File: config.mk
export PLATFORM = sky130hd
export DESIGN_NAME = uart_tx_fifo
export DESIGN_NICKNAME = d
export VERILOG_FILES = /design/src/rtl/uart_tx_fifo_pkg.sv /design/src/rtl/uart_fifo.sv /design/src/rtl/uart_tx_fifo.sv
export SDC_FILE = /design/constraint.sdc
export NUM_CORES = 1
export LEC_CHECK = 0
export ABC_AREA = 1
export ABC_CLOCK_PERIOD_IN_PS = 9460
export CORE_MARGIN = 5
export CORE_UTILIZATION = 65
export DETAILED_ROUTE_END_ITERATION = 10
export PLACE_DENSITY = 0.82
export SETUP_SLACK_MARGIN = 0.5
export SLEW_MARGIN = 25
export SYNTH_ARGS = -nofsm -noshare
export SYNTH_HDL_FRONTEND = slang
export SYNTH_HIERARCHICAL = 1
export SYNTH_SLANG_ARGS = --single-unit
export TNS_END_PERCENT = 20
File: constraint.sdc
create_clock -name clk -period 9.46 [get_ports clk]
set_input_delay 1.892 -clock clk [delete_from_list [all_inputs] [get_ports clk]]
set_output_delay 1.892 -clock clk [all_outputs]
set_load 0.1 [all_outputs]
File: src/rtl/uart_tx_fifo_pkg.sv
// Shared types and constants for the buffered UART transmitter.
// FSM encodings are plain 3-bit localparams so older tools can consume them.
package uart_tx_fifo_pkg;

    typedef logic [7:0] byte_t;

    localparam logic [2:0] UART_IDLE   = 3'd0;
    localparam logic [2:0] UART_START  = 3'd1;
    localparam logic [2:0] UART_DATA   = 3'd2;
    localparam logic [2:0] UART_PARITY = 3'd3;
    localparam logic [2:0] UART_STOP   = 3'd4;

    localparam int UART_DEFAULT_CLK_DIV = 104;

    function automatic logic even_par(input byte_t b);
        return ^b;
    endfunction

endpackage

File: src/rtl/uart_fifo.sv
// Byte FIFO: circular buffer whose pointers carry an extra wrap bit.
// A write while full is accepted only when a pop happens on the same edge.
module uart_fifo
    import uart_tx_fifo_pkg::*;
#(
    parameter int DEPTH = 4,
    localparam int AW = $clog2(DEPTH)
) (
    input  logic        clk,
    input  logic        rst,
    input  logic        push,
    input  byte_t       din,
    input  logic        pop,
    output byte_t       dout,
    output logic        full,
    output logic        empty,
    output logic [AW:0] level
);

    localparam logic [AW:0] DEPTH_W = (AW+1)'(DEPTH);

    byte_t       mem [DEPTH];
    logic [AW:0] wr_ptr;
    logic [AW:0] rd_ptr;
    logic        do_pop;
    logic        do_push;

    assign level   = wr_ptr - rd_ptr;
    assign full    = (level == DEPTH_W);
    assign empty   = (level == '0);
    assign do_pop  = pop && !empty;
    assign do_push = push && (!full || do_pop);
    assign dout    = mem[rd_ptr[AW-1:0]];

    always_ff @(posedge clk or posedge rst) begin
        if (rst) begin
            wr_ptr <= '0;
            rd_ptr <= '0;
        end else begin
            if (do_push) wr_ptr <= wr_ptr + 1'b1;
            if (do_pop)  rd_ptr <= rd_ptr + 1'b1;
        end
    end

    // Storage needs no reset; occupancy comes from the pointers alone.
    always_ff @(posedge clk) begin
        if (do_push) mem[wr_ptr[AW-1:0]] <= din;
    end

endmodule

File: src/rtl/uart_tx_fifo.sv
// Buffered UART transmitter, 8N1 (8E1 when UART_PARITY_EN is defined).
// Bytes are queued in uart_fifo and sent back-to-back from the FSM below.
module uart_tx_fifo
    import uart_tx_fifo_pkg::*;
#(
    parameter int CLK_DIV    = UART_DEFAULT_CLK_DIV,
    parameter int FIFO_DEPTH = 4,
    localparam int LW = $clog2(FIFO_DEPTH) + 1
) (
    input  logic          clk,
    input  logic          rst,
    input  logic          wr_en,
    input  logic [7:0]    wr_data,
    output logic          tx,
    output logic          busy,
    output logic          fifo_full,
    output logic          fifo_empty,
    output logic [LW-1:0] level,
    output logic          overflow
);

    localparam logic [15:0] DIV_LAST = 16'(CLK_DIV - 1);

    logic [2:0]  state;
    logic [15:0] baud_cnt;
    logic [2:0]  bit_idx;
    byte_t       shreg;
    byte_t       head;
    logic        pop;
    logic        boundary;

    uart_fifo #(.DEPTH(FIFO_DEPTH)) u_fifo (
        .clk   (clk),
        .rst   (rst),
        .push  (wr_en),
        .din   (wr_data),
        .pop   (pop),
        .dout  (head),
        .full  (fifo_full),
        .empty (fifo_empty),
        .level (level)
    );

    assign boundary = (baud_cnt == DIV_LAST);
    assign busy     = (state != UART_IDLE);
    assign pop      = !fifo_empty &&
                      ((state == UART_IDLE) ||
                       (state == UART_STOP && boundary));

`ifdef UART_PARITY_EN
    logic parity;

    always_ff @(posedge clk or posedge rst) begin
        if (rst)      parity <= 1'b0;
        else if (pop) parity <= even_par(head);
    end
`endif

    always_ff @(posedge clk or posedge rst) begin
        if (rst)
            overflow <= 1'b0;
        else if (wr_en && fifo_full && !pop)
            overflow <= 1'b1;
    end

    always_ff @(posedge clk or posedge rst) begin
        if (rst) begin
            state    <= UART_IDLE;
            baud_cnt <= '0;
            bit_idx  <= '0;
            shreg    <= '0;
            tx       <= 1'b1;
        end else if (pop) begin
            // Covers both the idle start and a back-to-back frame.
            shreg    <= head;
            state    <= UART_START;
            tx       <= 1'b0;
            baud_cnt <= '0;
        end else if (state != UART_IDLE) begin
            if (!boundary) begin
                baud_cnt <= baud_cnt + 16'd1;
            end else begin
                baud_cnt <= '0;
                case (state)
                    UART_START: begin
                        state   <= UART_DATA;
                        bit_idx <= '0;
                        tx      <= shreg[0];
                        shreg   <= shreg >> 1;
                    end
                    UART_DATA: begin
                        if (bit_idx == 3'd7) begin
`ifdef UART_PARITY_EN
                            state <= UART_PARITY;
                            tx    <= parity;
`else
                            state <= UART_STOP;
                            tx    <= 1'b1;
`endif
                        end else begin
                            bit_idx <= bit_idx + 3'd1;
                            tx      <= shreg[0];
                            shreg   <= shreg >> 1;
                        end
                    end
`ifdef UART_PARITY_EN
                    UART_PARITY: begin
                        state <= UART_STOP;
                        tx    <= 1'b1;
                    end
`endif
                    default: begin
                        state <= UART_IDLE;
                        tx    <= 1'b1;
                    end
                endcase
            end
        end
    end

endmodule

==> results of run 1 <==
[sequential cells by signal, indices dropped and copies added (netlist names)]
signal and count:
overflow 1, bit_idx 3, baud_cnt 16, u_fifo/wr_ptr 3
shreg 8, u_fifo/rd_ptr 3, tx 1, u_fifo/mem 32
state 3
[cell families after synthesis]
family | after synthesis | share of synthesized area, %
AND/OR/NAND/NOR | 216 | 29.5
flip-flops | 70 | 51.5
buffers and inverters | 66 | 7.51
AO/OA/AOI/OAI | 42 | 6.13
adder cells (fa/ha/maj) | 10 | 3.57
XOR/XNOR | 5 | 1.18
multiplexers | 1 | 0.606
[stage by stage]
step	instance area (um2)	setup slack (ps)
5_1_grt	4120	3660
3_3_place_gp	3930	4300
3_5_place_dp	3930	4210
6_report	4120	3810
4_1_cts	4120	3820
2_1_floorplan	3710	4850
[worst register-to-register path, cell delays in order, from the launching register on]
cell,delay [ps]
sky130_fd_sc_hd__dfrtp_1,710
sky130_fd_sc_hd__ha_1,270
sky130_fd_sc_hd__fa_1,440
sky130_fd_sc_hd__nand2_1,120
sky130_fd_sc_hd__inv_1,90
sky130_fd_sc_hd__nand3_2,120
sky130_fd_sc_hd__inv_1,240
sky130_fd_sc_hd__nor2_8,280
sky130_fd_sc_hd__nand2_8,140
sky130_fd_sc_hd__inv_1,190
sky130_fd_sc_hd__inv_1,110
sky130_fd_sc_hd__nand3_4,120
sky130_fd_sc_hd__nand2_4,80
sky130_fd_sc_hd__nor2_1,590
[cell type report]
class	count	area share [%]
clock buffers	9	3.01
clock inverters	7	1.58
inverters	58	5.28
multi-input cells	274	37.0
flip-flops and latches	70	46.4
well taps	72	2.19
repair buffers	19	4.56
[layer usage]
metal | wire, um | track usage (%) | up-vias
met5 | 0 | 0 | -
met4 | 130 | 9.35 | 0
met3 | 317 | 3.36 | 14
met2 | 3520 | 35.6 | 89
met1 | 3220 | 29.0 | 1374
li1 | - | - | 1395
[how the worst max path moves through the flow]
| stage | startpoint | end | slack [ps] | cells after the start |
|---|---|---|---|---|
| finish | u_fifo/rd_ptr[0]$_DFFE_PP0P_ | fifo_empty | 3810 | 7 |
| global route | u_fifo/rd_ptr[0]$_DFFE_PP0P_ | fifo_empty | 3660 | 7 |
| CTS | u_fifo/rd_ptr[0]$_DFFE_PP0P_ | fifo_empty | 3820 | 7 |
| detailed placement | u_fifo/rd_ptr[0]$_DFFE_PP0P_ | fifo_empty | 4210 | 7 |
| global placement | u_fifo/rd_ptr[0]$_DFFE_PP0P_ | fifo_empty | 4300 | 7 |
| floorplan | u_fifo/wr_ptr[0]$_DFFE_PP0P_ | fifo_full | 4850 | 5 |
[power groups by stage]
stage / registers, W / clock network [W] / logic, W
floorplan: 0.000468 / 0 / 0.000633
global placement: 0.000459 / 0 / 0.000761
detailed placement: 0.000463 / 0 / 0.000782
CTS: 0.000457 / 0.000235 / 0.000789
global route: 0.000467 / 0.000251 / 0.000861
finish: 0.000458 / 0.000234 / 0.000788
[layout by cell type (no fill, tap or decap), types with 6 or more instances in the layout]
cell,count
sky130_fd_sc_hd__clkbuf_8,9
sky130_fd_sc_hd__o22ai_1,8
sky130_fd_sc_hd__clkdlybuf4s50_1,18
sky130_fd_sc_hd__inv_2,6
sky130_fd_sc_hd__nand4_1,8
sky130_fd_sc_hd__nand3_1,42
sky130_fd_sc_hd__nand2_2,6
sky130_fd_sc_hd__o21ai_0,23
sky130_fd_sc_hd__inv_1,52
sky130_fd_sc_hd__edfxtp_1,32
sky130_fd_sc_hd__ha_1,9
sky130_fd_sc_hd__dfrtp_1,37
sky130_fd_sc_hd__nor2_1,53
sky130_fd_sc_hd__nand2_1,79
==> parameters.txt, run 1 <==
Parameter                              Value

Timing
  Tmin final    ~5600 ps
  Final-layout setup total negative slack    0 ps
  Number of endpoints failing setup at the final stage    0
  Final hold violation count    0
  WHS    between 400 and 500 ps
  Maximum clock frequency    177 MHz
  RSZ-0062 raised after global routing    false
  Slew Viols, Final    0
  Max-Slew Margin vs Limit    35.2%
  Tcrit/Tclk final    59.7%
  Transition at the pin with the smallest max-transition slack    970 ps
  Setup Skew    between 10 and 15 ps

Synthesis
  Share of flip-flops with an asynchronous set or reset after synthesis    ~54%
  Count of distinct cell types in the synthesized netlist    40
  Number of nets produced by synthesis    431
  Post-synth top area cell    sky130_fd_sc_hd__edfxtp_1
  Top cell types by occurrence after synthesis    sky130_fd_sc_hd__nand2_1 (79), sky130_fd_sc_hd__nor2_1 (53), sky130_fd_sc_hd__inv_1 (52)
  Post-Syn Instances    410
  Warnings, synthesis    6
  Flop and latch count out of synthesis    70
  Mapped Area    about 3700 um2
  Mean cell area of the mapped netlist    9.06 um2
  Fraction of post-synthesis cell area in the top cell type by area    25.9%
  Most area-consuming cells after synthesis    sky130_fd_sc_hd__edfxtp_1 (26%), sky130_fd_sc_hd__dfrtp_1 (25%), sky130_fd_sc_hd__nand2_1 (8.0%)
  Portion of the post-synthesis area used by sequential elements    51.5%
  Cell with the most instances after synthesis    sky130_fd_sc_hd__nand2_1
  Top flip-flop cell by instance count after synthesis    sky130_fd_sc_hd__dfrtp_1
  Post-synth EDFFs    32

Power and ir drop
  Proportion of power drawn by combinational gates    53.3%
  Leakage Power    1.80 nW
  Seq pwr share    30.9%
  Worst IR Drop VDD    0.577 mV
  Total power    0.00148 W
  P_sw    0.000760 W
  Switching part of the total power    51.4%
  Pint    between 0.0007 and 0.0008 W
  Portion of total power attributed to the clock network    15.8%
  Power per cell area    approximately 360 nW/um2

Detailed routing
  Wirelength per Cell    14.1 um
  DRT Pass-1 Iters    5
  Routed via count divided by cell count    5.64
  Detail Route Antenna Nets    0
  Detailed Route Iter0 Violations    231
  Drt total wl    between 7000 and 8000 um
  Via total after detailed routing    2872
  Count of unresolved DRC violations after routing    0

Setup path
  Crit-path slowest cell    sky130_fd_sc_hd__clkdlybuf4s50_1
  Arrival @ worst endpoint    3750 ps
  Type of the setup path with the least slack    reg -> out
  CP dominant cell by count    sky130_fd_sc_hd__inv_1
  Cells along the critical path    ha_1, fa_1, nand2_1, inv_1, nand3_2, inv_1, clkdlybuf4s50_1
  Required arrival time at the worst endpoint    between 7000 and 8000 ps
  Delay of the slowest cell on the worst path    1230 ps
  End of the worst register-to-register path    u_fifo/mem[1][5]$_DFFE_PP_
  Sort of element at the end of the critical path    output pin
  Largest fanout on the critical path    20
  Startpoint type of the worst setup path    register
  Crit Reg-Reg Startpoint    u_fifo/rd_ptr[0]$_DFFE_PP0P_
  Delay-heaviest family, CP    buffers and inverters
  R2r worst-path depth    13
  Buffering stage count on the worst path with inverters included    3
  Worst-case register-to-register setup slack    5600 ps

Layout
  Nets    around 450
  Final cell utilization of the core    74.4%
  FF+latch area    1910 um2
  Area growth from synthesis to final layout    10.9%
  Share of layout cells above drive strength 1    12.1%
  Count of inserted antenna diode cells    0
  Number of inserted filler cells in the final layout    425
  Total area of multi-input combinational cells    about 1500 um2
  Post-route insts no fill    509

CTS
  Root Driver    sky130_fd_sc_hd__clkbuf_8
  Post_cts resized    0
  Clock tree from TritonCTS    yes
  Clock transition at path regs    80 ps
  Hold buffer count at cts    0
  # Post-CTS Setup Buffers    0
  Level count of the clock H-tree    3
  Clock net sink count    70
  Latest clock arrival within the worst-skew pair    between 300 and 400 ps
  Number of buffers added by the clock tree synthesis step    9
  Clock Tree Buf Depth    2

Worst hold path
  Hold depth    1
  Worst min-delay path category    reg -> reg
  WHS Endpoint    overflow$_DFFE_PP0P_
  Hold Crit Start    overflow$_DFFE_PP0P_

Place
  Number of I/O port buffers    18
  Detailed placer's ending HPWL    roughly 5000 um
  Global placer's final weighted congestion    0.891
  Number of placed instances with taps included    493

Status
  Run status    finished, final reports clean

Job
  Max-cap viol count    0

Floorplanning
  Floorplan die area    7330 um2
  Die height    ~86 um
  Initial Util    between 60% and 70%
  Total number of placement rows    27
  Total core area    5540 um2
  I/O pins    19
  Horizontal extent of the die    85.6 um

Global routing
  GRT Total Usage    21.8%
  Wire length of the first global-routing pass    12700 um
  Antenna violations before repair    0
  Via count of the first global-routing pass    2790
  Maximum number of pins on one net before global-route repair    32
  Overall overflow remaining after global route    0
Note: power is estimated with default switching activity, not from simulation.
==> run 2, diff against run 1 <==
--- a/config.mk
+++ b/config.mk
@@ -6,11 +6,11 @@
 export NUM_CORES = 1
 export LEC_CHECK = 0
 export ABC_AREA = 1
-export ABC_CLOCK_PERIOD_IN_PS = 9460
+export ABC_CLOCK_PERIOD_IN_PS = 5300
 export CORE_MARGIN = 5
-export CORE_UTILIZATION = 65
+export CORE_UTILIZATION = 60
 export DETAILED_ROUTE_END_ITERATION = 10
-export PLACE_DENSITY = 0.82
+export PLACE_DENSITY = 0.77
 export SETUP_SLACK_MARGIN = 0.5
 export SLEW_MARGIN = 25
 export SYNTH_ARGS = -nofsm -noshare
==> constraint.sdc (replaced) <==
create_clock -name clk -period 5.3 [get_ports clk]
set_input_delay 1.06 -clock clk [delete_from_list [all_inputs] [get_ports clk]]
set_output_delay 1.06 -clock clk [all_outputs]
set_load 0.1 [all_outputs]
==> parameters.txt, run 2 (synthesis gave the netlist of run 1 again) <==
Parameter                              Value

Timing
  Tcrit/Tclk final    between 70% and 80%
  Final hold violation count    0 (unchanged)
  Transition at the pin with the smallest max-transition slack    974 ps (was 970 ps)
  Setup Skew    6.36 ps (was 11.6 ps)
  Tmin final    ~4200 ps
  Final-layout setup total negative slack    0 ps (unchanged)
  RSZ-0062 raised after global routing    false (unchanged)
  Slew Viols, Final    0 (unchanged)
  Maximum clock frequency    237 MHz
  Number of endpoints failing setup at the final stage    0 (unchanged)
  Max-Slew Margin vs Limit    34.9% (was 35.2%)

Global routing
  Overall overflow remaining after global route    0 (unchanged)
  Wire length of the first global-routing pass    12800 um (was 12700 um)
  GRT Total Usage    21.5% (was 21.8%)
  Met2 global-route usage    37.1% (was 35.6%)
  Met3 demand-to-capacity share in global routing    3.72% (was 3.36%)
  Antenna violations before repair    0 (unchanged)
  Via count of the first global-routing pass    2742 (was 2790)
  Maximum number of pins on one net before global-route repair    33 (was 32)
  Most crowded layer after global routing    met2 (unchanged)
  Met1 track demand over resource in global routing    26.8% (was 29.0%)

Setup path
  Largest fanout on the critical path    20 (unchanged)
  Type of the setup path with the least slack    reg -> out (unchanged)
  Required arrival time at the worst endpoint    4240 ps (was 7570 ps)
  Worst setup path start    u_fifo/rd_ptr[0]$_DFFE_PP0P_ (unchanged)
  Startpoint type of the worst setup path    register (unchanged)
  Sort of element at the end of the critical path    output pin (unchanged)
  Crit Reg-Reg Startpoint    u_fifo/rd_ptr[0]$_DFFE_PP0P_ (unchanged)
  Arrival @ worst endpoint    3170 ps (was 3750 ps)

Worst hold path
  Worst min-delay path category    reg -> reg (unchanged)
  Hold Crit Start    overflow$_DFFE_PP0P_ (unchanged)

CTS
  # Post-CTS Setup Buffers    0 (unchanged)
  Clock transition at path regs    80 ps (about the same)
  Post_cts resized    0 (unchanged)
  Latest clock arrival within the worst-skew pair    340 ps (was 350 ps)
  Number of buffers added by the clock tree synthesis step    9 (unchanged)
  Clock tree from TritonCTS    yes (unchanged)
  Clock Tree Buf Depth    2 (unchanged)
  Level count of the clock H-tree    3 (unchanged)
  Hold buffer count at cts    0 (unchanged)
  Root Driver    sky130_fd_sc_hd__clkbuf_8 (unchanged)
  Clock net sink count    70 (unchanged)

Power and ir drop
  Power per cell area    655 nW/um2 (was 359 nW/um2)
  Leakage Power    1.82 nW (was 1.80 nW)
  Total power    0.00273 W (was 0.00148 W)
  Worst IR Drop VDD    0.650 mV (was 0.577 mV)

Place
  Detailed placer's ending HPWL    5320 um (was 5020 um)
  Global placer's final weighted congestion    0.945 (was 0.891)
  Number of I/O port buffers    18 (unchanged)

Detailed routing
  Detail Route Antenna Nets    0 (unchanged)
  Via total after detailed routing    2763 (was 2872)
  Wirelength per Cell    14.3 um (was 14.1 um)
  DRT Pass-1 Iters    4 (was 5)
  Detailed Route Iter0 Violations    146 (was 231)
  Drt total wl    7330 um (was 7180 um)
  Routed via count divided by cell count    5.40 (was 5.64)
  Count of unresolved DRC violations after routing    0 (unchanged)

Floorplanning
  I/O pins    19 (unchanged)
  Total core area    5960 um2 (was 5540 um2)
  Total number of placement rows    28 (was 27)
  Floorplan die area    7870 um2 (was 7330 um2)
  Die height    88.7 um (was 85.6 um)
  Horizontal extent of the die    88.7 um (was 85.6 um)
  Initial Util    62.4% (was 67.1%)

Layout
  Area growth from synthesis to final layout    12.4% (was 10.9%)
  Count of inserted antenna diode cells    0 (unchanged)
  Most common library cell in the layout ignoring fill and taps    sky130_fd_sc_hd__nand2_1 (unchanged)
  Nets    453 (unchanged)
  Most used cells in the layout excluding fill and tap cells    sky130_fd_sc_hd__nand2_1 (79), sky130_fd_sc_hd__nor2_1 (53), sky130_fd_sc_hd__inv_1 (52) (unchanged)
  Number of flip-flops in the largest register    32 (unchanged)
  Share of layout cells above drive strength 1    12.4% (was 12.1%)

Job
  Max-cap viol count    0 (unchanged)

Status
  Run status    finished, final reports clean (unchanged)
## run 2: changes by cell type in the layout (fill, tap and decap cells not counted), sizes merged
cell	delta
clkdlybuf4s50	-1
inv	-4
buf	+1
clkinv	+1
bufinv	+3
## run 2: per-layer routing
metal	routed length (um)	share of wire (%)	vias to the layer above
met5	0	0	-
met4	140	1.9	0
met3	289	3.9	15
met2	3710	51	65
met1	3180	43	1290
li1	-	-	1393
## run 2: stage by stage
| step | instances | worst slack (ps) | cell area (um2) | utilization, % | hold WS [ps] |
|---|---|---|---|---|---|
| floorplan | 410 | 1530 | 3710 | - | 457 |
| global placement | 496 | 1530 | 3930 | 66.0 | 468 |
| detailed placement | 496 | 1490 | 3930 | 66.0 | 467 |
| CTS | 512 | 1060 | 4180 | 70.1 | 490 |
| global route | 512 | 950 | 4180 | 70.1 | 515 |
| finish | 512 | 1070 | 4180 | 70.1 | 486 |
## run 2: worst paths after layout
check,slack [ps],cells after the start,endpoint
min in group asynchronous,970,2,u_fifo/wr_ptr[2]$_DFFE_PP0P_
hold reg to reg,490,1,overflow$_DFFE_PP0P_
setup reg to reg,1500,13,u_fifo/mem[2][0]$_DFFE_PP_
max in group asynchronous,3850,3,tx$_DFFE_PP1P_
setup / recovery,1070,5,fifo_full
hold / removal,490,1,overflow$_DFFE_PP0P_
## run 2: power breakdown
group	switching [W]	internal, W
combinational	0.00101	0.000383
sequential	0.000101	0.000716
clock	0.000212	0.000314
## run 2: layout make-up
cell class / count / area, um2
flip-flops and latches: 70 / 1910
repair buffers: 19 / 185
inverters: 58 / 218
clock inverters: 7 / 120
well taps: 75 / 93.8
fillers: 454 / 1780
clock buffers: 9 / 124
multi-input cells: 274 / 1520
## run 2: critical path: stages, from the launching register on
cell                              delay, ps
sky130_fd_sc_hd__dfrtp_1                590
sky130_fd_sc_hd__ha_1                   310
sky130_fd_sc_hd__fa_1                   520
sky130_fd_sc_hd__nand2_1                 90
sky130_fd_sc_hd__a21oi_1                150
sky130_fd_sc_hd__clkdlybuf4s50_1       1150
